--- src/rtl/sci_alu_pkg.sv ---
// Shared types for the scientific ALU issue/capture slice.
// Latency: n/a (types and constants only).
// Backpressure: n/a.
// Contents: DATA_W/OP_W widths, opcode_t, operand_pkt_t {a, b, opcode}, issue_state_t.
package sci_alu_pkg;

  localparam int DATA_W = 64;
  localparam int OP_W   = 4;

  typedef logic [OP_W-1:0] opcode_t;

  typedef struct packed {
    logic [DATA_W-1:0] a;
    logic [DATA_W-1:0] b;
    opcode_t           opcode;
  } operand_pkt_t;

  typedef enum logic [1:0] {
    IDLE   = 2'd0,
    SETTLE = 2'd1,
    HOLD   = 2'd2
  } issue_state_t;

endpackage

--- src/rtl/sci_alu_op_fifo.sv ---
// Synchronous FIFO of operand packets.
// Latency: a pushed entry is visible on pop_dat the cycle after the push (no bypass).
// Backpressure: push is ignored while full, pop is ignored while empty.
// Ports: clk, rst_n (async active-low), push/push_dat, pop/pop_dat, full, empty.
module sci_alu_op_fifo
  import sci_alu_pkg::*;
#(
  parameter int DEPTH = 4
) (
  input  logic         clk,
  input  logic         rst_n,
  input  logic         push,
  input  operand_pkt_t push_dat,
  input  logic         pop,
  output operand_pkt_t pop_dat,
  output logic         full,
  output logic         empty
);

  localparam int AW = $clog2(DEPTH);

  // One extra MSB on each pointer separates "full" from "empty" when the
  // index bits are equal.
  logic [AW:0]  wr_ptr;
  logic [AW:0]  rd_ptr;
  operand_pkt_t mem [DEPTH];
  logic         do_push;
  logic         do_pop;

  assign empty   = (wr_ptr == rd_ptr);
  assign full    = (wr_ptr[AW] != rd_ptr[AW]) && (wr_ptr[AW-1:0] == rd_ptr[AW-1:0]);
  assign do_push = push && !full;
  assign do_pop  = pop && !empty;
  assign pop_dat = mem[rd_ptr[AW-1:0]];

  always_ff @(posedge clk or negedge rst_n) begin
    if (!rst_n) begin
      wr_ptr <= '0;
      rd_ptr <= '0;
    end else begin
      if (do_push) wr_ptr <= wr_ptr + 1'b1;
      if (do_pop)  rd_ptr <= rd_ptr + 1'b1;
    end
  end

  // Storage needs no reset: the pointers alone define what is valid.
  always_ff @(posedge clk) begin
    if (do_push) mem[wr_ptr[AW-1:0]] <= push_dat;
  end

endmodule

--- src/rtl/sci_alu_issue_ctrl.sv ---
// Issue/capture stage around the untimed scientific_alu: buffers operands, holds them for a settle window, registers the result.
// Latency: push to out_valid = 2 + SETTLE_CYCLES cycles from idle; one result per SETTLE_CYCLES+1 cycles when out_ready is held.
// Backpressure: in_ready = !full (registered); a result waits in HOLD until out_ready, packets keep buffering meanwhile.
// Ports: in_* producer side, alu_* to/from scientific_alu, out_* consumer side.
// Optional macro SCI_ALU_STATS_EN adds parameter CNT_W and ports stats_clr, excep_cnt, err_cnt, op_cnt.
module sci_alu_issue_ctrl
  import sci_alu_pkg::*;
#(
  parameter int FIFO_DEPTH    = 4,
  parameter int SETTLE_CYCLES = 1
`ifdef SCI_ALU_STATS_EN
  ,
  parameter int CNT_W         = 16
`endif
) (
  input  logic              clk,
  input  logic              rst_n,
  input  logic              in_valid,
  output logic              in_ready,
  input  logic [DATA_W-1:0] in_a,
  input  logic [DATA_W-1:0] in_b,
  input  logic [OP_W-1:0]   in_opcode,
  output logic [DATA_W-1:0] alu_a,
  output logic [DATA_W-1:0] alu_b,
  output logic [OP_W-1:0]   alu_opcode,
  input  logic [DATA_W-1:0] alu_result,
  input  logic              alu_excep,
  input  logic              alu_err,
  output logic              out_valid,
  input  logic              out_ready,
  output logic [DATA_W-1:0] out_result,
  output logic              out_excep,
  output logic              out_err,
  output logic [OP_W-1:0]   out_opcode
`ifdef SCI_ALU_STATS_EN
  ,
  input  logic              stats_clr,
  output logic [CNT_W-1:0]  excep_cnt,
  output logic [CNT_W-1:0]  err_cnt,
  output logic [CNT_W-1:0]  op_cnt
`endif
);

  localparam int SC_W = $clog2(SETTLE_CYCLES + 1);

  issue_state_t    state_q;
  issue_state_t    state_d;
  operand_pkt_t    pkt_in;
  operand_pkt_t    pkt_head;
  logic            fifo_full;
  logic            fifo_empty;
  logic            push;
  logic            pop;
  logic            capture;
  logic [SC_W-1:0] settle_cnt;

  assign pkt_in   = {in_a, in_b, in_opcode};
  assign in_ready = !fifo_full;
  assign push     = in_valid && !fifo_full;

  sci_alu_op_fifo #(
    .DEPTH (FIFO_DEPTH)
  ) u_fifo (
    .clk      (clk),
    .rst_n    (rst_n),
    .push     (push),
    .push_dat (pkt_in),
    .pop      (pop),
    .pop_dat  (pkt_head),
    .full     (fifo_full),
    .empty    (fifo_empty)
  );

  always_ff @(posedge clk or negedge rst_n) begin
    if (!rst_n) state_q <= IDLE;
    else        state_q <= state_d;
  end

  always_comb begin
    state_d = state_q;
    pop     = 1'b0;
    capture = 1'b0;
    case (state_q)
      IDLE: begin
        if (!fifo_empty) begin
          pop     = 1'b1;
          state_d = SETTLE;
        end
      end
      SETTLE: begin
        if (settle_cnt == SC_W'(1)) begin
          capture = 1'b1;
          state_d = HOLD;
        end
      end
      HOLD: begin
        // Handshake cycle doubles as the pop of the next packet.
        if (out_ready) begin
          if (!fifo_empty) begin
            pop     = 1'b1;
            state_d = SETTLE;
          end else begin
            state_d = IDLE;
          end
        end
      end
      default: state_d = IDLE;
    endcase
  end

  // ALU operands change only on a pop, so the untimed ALU sees a stable
  // input vector for the whole settle window and while the result is held.
  always_ff @(posedge clk or negedge rst_n) begin
    if (!rst_n) begin
      alu_a      <= '0;
      alu_b      <= '0;
      alu_opcode <= '0;
      settle_cnt <= '0;
      out_valid  <= 1'b0;
      out_result <= '0;
      out_excep  <= 1'b0;
      out_err    <= 1'b0;
      out_opcode <= '0;
    end else begin
      if (pop) begin
        alu_a      <= pkt_head.a;
        alu_b      <= pkt_head.b;
        alu_opcode <= pkt_head.opcode;
        settle_cnt <= SC_W'(SETTLE_CYCLES);
      end else if (state_q == SETTLE) begin
        settle_cnt <= settle_cnt - SC_W'(1);
      end

      if (capture) begin
        out_valid  <= 1'b1;
        out_result <= alu_result;
        out_excep  <= alu_excep;
        out_err    <= alu_err;
        out_opcode <= alu_opcode;
      end else if ((state_q == HOLD) && out_ready) begin
        out_valid  <= 1'b0;
      end
    end
  end

`ifdef SCI_ALU_STATS_EN
  function automatic logic [CNT_W-1:0] sat_inc(input logic [CNT_W-1:0] v);
    return (&v) ? v : v + CNT_W'(1);
  endfunction

  always_ff @(posedge clk or negedge rst_n) begin
    if (!rst_n) begin
      op_cnt    <= '0;
      excep_cnt <= '0;
      err_cnt   <= '0;
    end else if (stats_clr) begin
      op_cnt    <= '0;
      excep_cnt <= '0;
      err_cnt   <= '0;
    end else if (capture) begin
      op_cnt <= sat_inc(op_cnt);
      if (alu_excep) excep_cnt <= sat_inc(excep_cnt);
      if (alu_err)   err_cnt   <= sat_inc(err_cnt);
    end
  end
`endif

endmodule

--- config.mk ---
export PLATFORM = sky130hd
export DESIGN_NAME = sci_alu_issue_ctrl
export DESIGN_NICKNAME = d
export VERILOG_FILES = /design/src/rtl/sci_alu_pkg.sv /design/src/rtl/sci_alu_op_fifo.sv /design/src/rtl/sci_alu_issue_ctrl.sv
export SDC_FILE = /design/constraint.sdc
export NUM_CORES = 1
export LEC_CHECK = 0
export CORE_MARGIN = 2
export CORE_UTILIZATION = 38
export CTS_BUF_LIST = sky130_fd_sc_hd__clkbuf_4 sky130_fd_sc_hd__clkbuf_8 sky130_fd_sc_hd__clkbuf_16
export CTS_CLUSTER_DIAMETER = 40
export CTS_CLUSTER_SIZE = 28
export DETAILED_ROUTE_END_ITERATION = 6
export HOLD_SLACK_MARGIN = 0.12
export SETUP_SLACK_MARGIN = 0.4
export SYNTH_ARGS = -nofsm -noshare
export SYNTH_HDL_FRONTEND = slang
export SYNTH_SLANG_ARGS = --single-unit
--- constraint.sdc ---
create_clock -name clk -period 13.2 [get_ports clk]
set_clock_uncertainty 0.15 [all_clocks]
set_input_delay 1.98 -clock clk [delete_from_list [all_inputs] [get_ports clk]]
set_output_delay 1.98 -clock clk [all_outputs]
set_load 0.02 [all_outputs]
==> impl_summary.md <==
Run
Across the run, the number of max-cap violations was 0.

CTS
The clock passes through at most 3 buffers. Buffers inserted during clock tree synthesis total 111. The insertion delay of the later-clocked pin in the worst-skew pair is 0.64 ns.

Counting every sink on the clock net gives 740. The depth of the CTS H-tree is 3. In this run the post-CTS setup repair buffer count came out at 0.

The number of buffers added to fix hold violations after cts is 0. The clock transition time at the flip-flop clock pins of the worst setup and hold paths is 0.05 ns. TritonCTS built the clock tree. The root buffer cell chosen for the clock tree is sky130_fd_sc_hd__clkbuf_16. Post-CTS repair changed the size of 0 cells.

Setup path
The category of the worst setup path capture point is an output pin. The maximum fanout encountered on the critical timing path is 20. On the critical path, the stage with the largest delay is an instance of sky130_fd_sc_hd__clkdlybuf4s50_1. The critical path data arrival time is 2.64 ns. The setup slack of the worst register-to-register path is 9.24 ns. The signal on the critical path passes through xnor2_1 -> nand3b_1 -> clkdlybuf4s50_1. The worst setup path is of the register to output pin kind. In this run the critical register-to-register path is launched from u_fifo.rd_ptr[0]. For the worst setup path, the data required time is 11.07 ns. The highest cell delay on the worst timing path is 0.65 ns. The worst register-to-register path has a depth of 5. The worst setup path is launched from a register. The reg-to-reg endpoint is u_fifo.mem[1][72].

Drt
Summed over all layers, the routed wires come to 59700 um. The number of iterations in the first detailed-routing pass is 5. The total via count after detailed routing is 12900. Dividing the detail-routed via count by the number of cells gives 4.81. In this run, the number of DRC markers left after iteration 0 of detailed routing was 855.

The count of unresolved DRC violations after routing is 0. Once detail routing completed, the nets flagged for antenna violations numbered 0. The mean routed wirelength per cell is 22.2 um.

STA
The worst path in the final design needs a cycle of 4.77 ns, including I/O delays and setup. The actual slew at the worst max-slew pin is 1.03 ns. The final critical path takes up 36.2% of the cycle. The worst path meets setup with 8.43 ns of slack. Setup repair after global routing left no endpoint under its margin. The relative slew slack is 31.6%. The tightest hold margin is 0.343 ns.

The final hold violation count is 0. The total count of max-transition violations in the final report is 0. The maximum clock frequency is 209 MHz. For the final routed database, the setup TNS stands at 0 ns. Setup violations remaining at the end of the flow were counted as 0.

Synth
In the post-synthesis netlist, the biggest area contributors are sky130_fd_sc_hd__edfxtp_1 59%, sky130_fd_sc_hd__dfrtp_1 20%, sky130_fd_sc_hd__mux4_2 11%, sky130_fd_sc_hd__mux2_2 8.5%, sky130_fd_sc_hd__buf_6 0.46%. After synthesis, the mean cell area works out to 23.2 sq um. The number of flip-flops and latches in the synthesized netlist is 740.

Counting instances in the post-synthesis netlist gives the leading cell types as 528 x sky130_fd_sc_hd__edfxtp_1, 212 x sky130_fd_sc_hd__dfrtp_1, 204 x sky130_fd_sc_hd__mux2_2. The most used flip-flop cell after synthesis is sky130_fd_sc_hd__edfxtp_1. The area fraction of the dominant cell type after synthesis is 58.7%. The number of enable flip-flop cells after synthesis is 528. After synthesis, the netlist uses 23 different library cells.

The post-synthesis instance area is 27000 sq um. The synthesized netlist net count is 1370. The biggest area consumer among synthesized cells is sky130_fd_sc_hd__edfxtp_1. The number of synthesis warnings is 0.

The fraction of registers with async set/reset is 28.6%. Synthesis produced a netlist whose cell count is 1163. The most frequent cell after synthesis is sky130_fd_sc_hd__edfxtp_1.

The share of the yosys chip area belonging to registers is 78.3%.

Finish
For this run, the share of the core covered by cells in the final layout is 51.2%. Across the whole layout, storage elements account for 21200 sq um. Compared with the post-synthesis result, the final layout area differs by 33.2%. The area occupied by multi-input gates is 5550 sq um. The share of final-layout standard cells stronger than drive strength 1 is 32.6%.

The final-stage net count is 1855. Fill cells in the final layout number 5569.

Global routing
The number of antenna violations at the first check in global routing was 10. The number of global-route vias before repair came to 14300. The first global-routing pass estimated 90300 um of wire.

After global routing the overflow that remains totals 0. Entering global routing, the biggest net connects 89 pins. The overall fraction of global-route tracks in use is 16.4%.

Placed design
The detailed placement HPWL is 36400 um. In this run the tool buffered the top-level ports with 405 buffer cells. Before CTS, the worst setup slack after placement is 7.84 ns. At the end of routability-driven placement, the weighted congestion stood at 0.709.

Floorplan
The top-level I/O count is 406. The die covers 73300 sq um. The die height is 271 um. The initial utilization of the core area, before any placement, comes to 38.5%. In this run the standard cell core region covers 70300 sq um. The standard-cell row count is 97. The die is 271 um wide.

Worst hold path
The class of the worst hold path is register to register. The number of cells on the worst hold path is 1. The endpoint of the worst hold-timing path is u_fifo.rd_ptr[2].

In this run the most critical hold path is launched from u_fifo.rd_ptr[2].

Pwr
In this run the power density over the cells is 269 nW/um^2. The power consumption is 9690 uW. For this design the static power due to leakage is 0.0127 uW. The peak supply drop is 0.148 mV.

Outcome
The flow ran to the end, and the final reports show no timing, DRC or antenna violations.
-- worst max-delay path by stage --
stage                          start                  to  slack [ns]  cells past startpoint
floorplan                   in_valid    u_fifo.mem[3][0]        7.44                      1
global placement            in_valid  u_fifo.mem[0][124]        7.81                      4
detailed placement          in_valid  u_fifo.mem[1][125]        7.84                      4
CTS                 u_fifo.rd_ptr[0]            in_ready        8.36                      3
global route        u_fifo.rd_ptr[0]            in_ready        8.26                      3
finish              u_fifo.rd_ptr[0]            in_ready        8.43                      3
-- per-stage QoR --
stage	instance area (sq um)	instances
detailed placement	32100	2475
floorplan	27000	1163
CTS	36000	2687
global route	36000	2689
global placement	32100	2475
finish	36000	2690
-- placed cells by master, fill, tap and decap left out, types with 5 or more instances in the layout --
master and count:
sky130_fd_sc_hd__buf_4 19, sky130_fd_sc_hd__mux4_2 132, sky130_fd_sc_hd__clkdlybuf4s50_1 404, sky130_fd_sc_hd__dfrtp_1 210, sky130_fd_sc_hd__clkbuf_16 115, sky130_fd_sc_hd__clkinv_4 8
sky130_fd_sc_hd__clkinvlp_4 12, sky130_fd_sc_hd__mux2_2 204, sky130_fd_sc_hd__bufinv_16 9, sky130_fd_sc_hd__clkinv_1 7, sky130_fd_sc_hd__edfxtp_1 528, sky130_fd_sc_hd__clkbuf_4 9
sky130_fd_sc_hd__clkbuf_8 7, sky130_fd_sc_hd__inv_6 16, sky130_fd_sc_hd__clkinv_2 18, sky130_fd_sc_hd__inv_8 6, sky130_fd_sc_hd__ha_1 5, sky130_fd_sc_hd__xnor2_1 5
-- kinds of logic after synthesis --
group | after synthesis | share of synthesized area, %
buf+inv | 55 | 1.29
xor+xnor | 7 | 0.227
fa+ha+maj | 5 | 0.232
simple gates | 16 | 0.329
mux | 336 | 19.5
flops | 740 | 78.3
compound gates | 4 | 0.120
-- power breakdown --
group          switching [uW]  internal (uW)
Clock                    1100           1850
Sequential                298           3280
Combinational            1550           1620
-- flip-flops by register name, summed over array words and instances, names as in the netlist --
register       flops
alu_b             64
alu_opcode         4
out_valid          1
u_fifo.mem       528
out_result        64
u_fifo.wr_ptr      3
out_excep          1
alu_a             64
out_opcode         4
u_fifo.rd_ptr      3
state_q            2
out_err            1
settle_cnt         1
-- critical path, delay by kind of cell (launching register included) --
family        cells  cell delay (ns)
xor+xnor          1             0.40
buf+inv           1             0.65
flops             1             0.64
simple gates      1             0.30
-- routing by layer --
metal	track usage [%]	part of all wire, %	vias to the layer above
li1	-	-	5727
met1	20.6	41	6790
met2	27.5	52	303
met3	5.07	5.7	109
met4	4.80	1.9	16
met5	0	0.17	-
-- cell type report --
cell class                 instances  share of cell area (%)
antenna                            3                  0.0209
timing repair buffer             424                    11.7
multi-input combinational        368                    15.4
clock buffer                     131                    8.45
tap                              940                    3.27
clock inverter                    81                    2.31
sequential                       740                    58.8
inverter                           3                  0.0313
(Power assumes the default switching activity.)
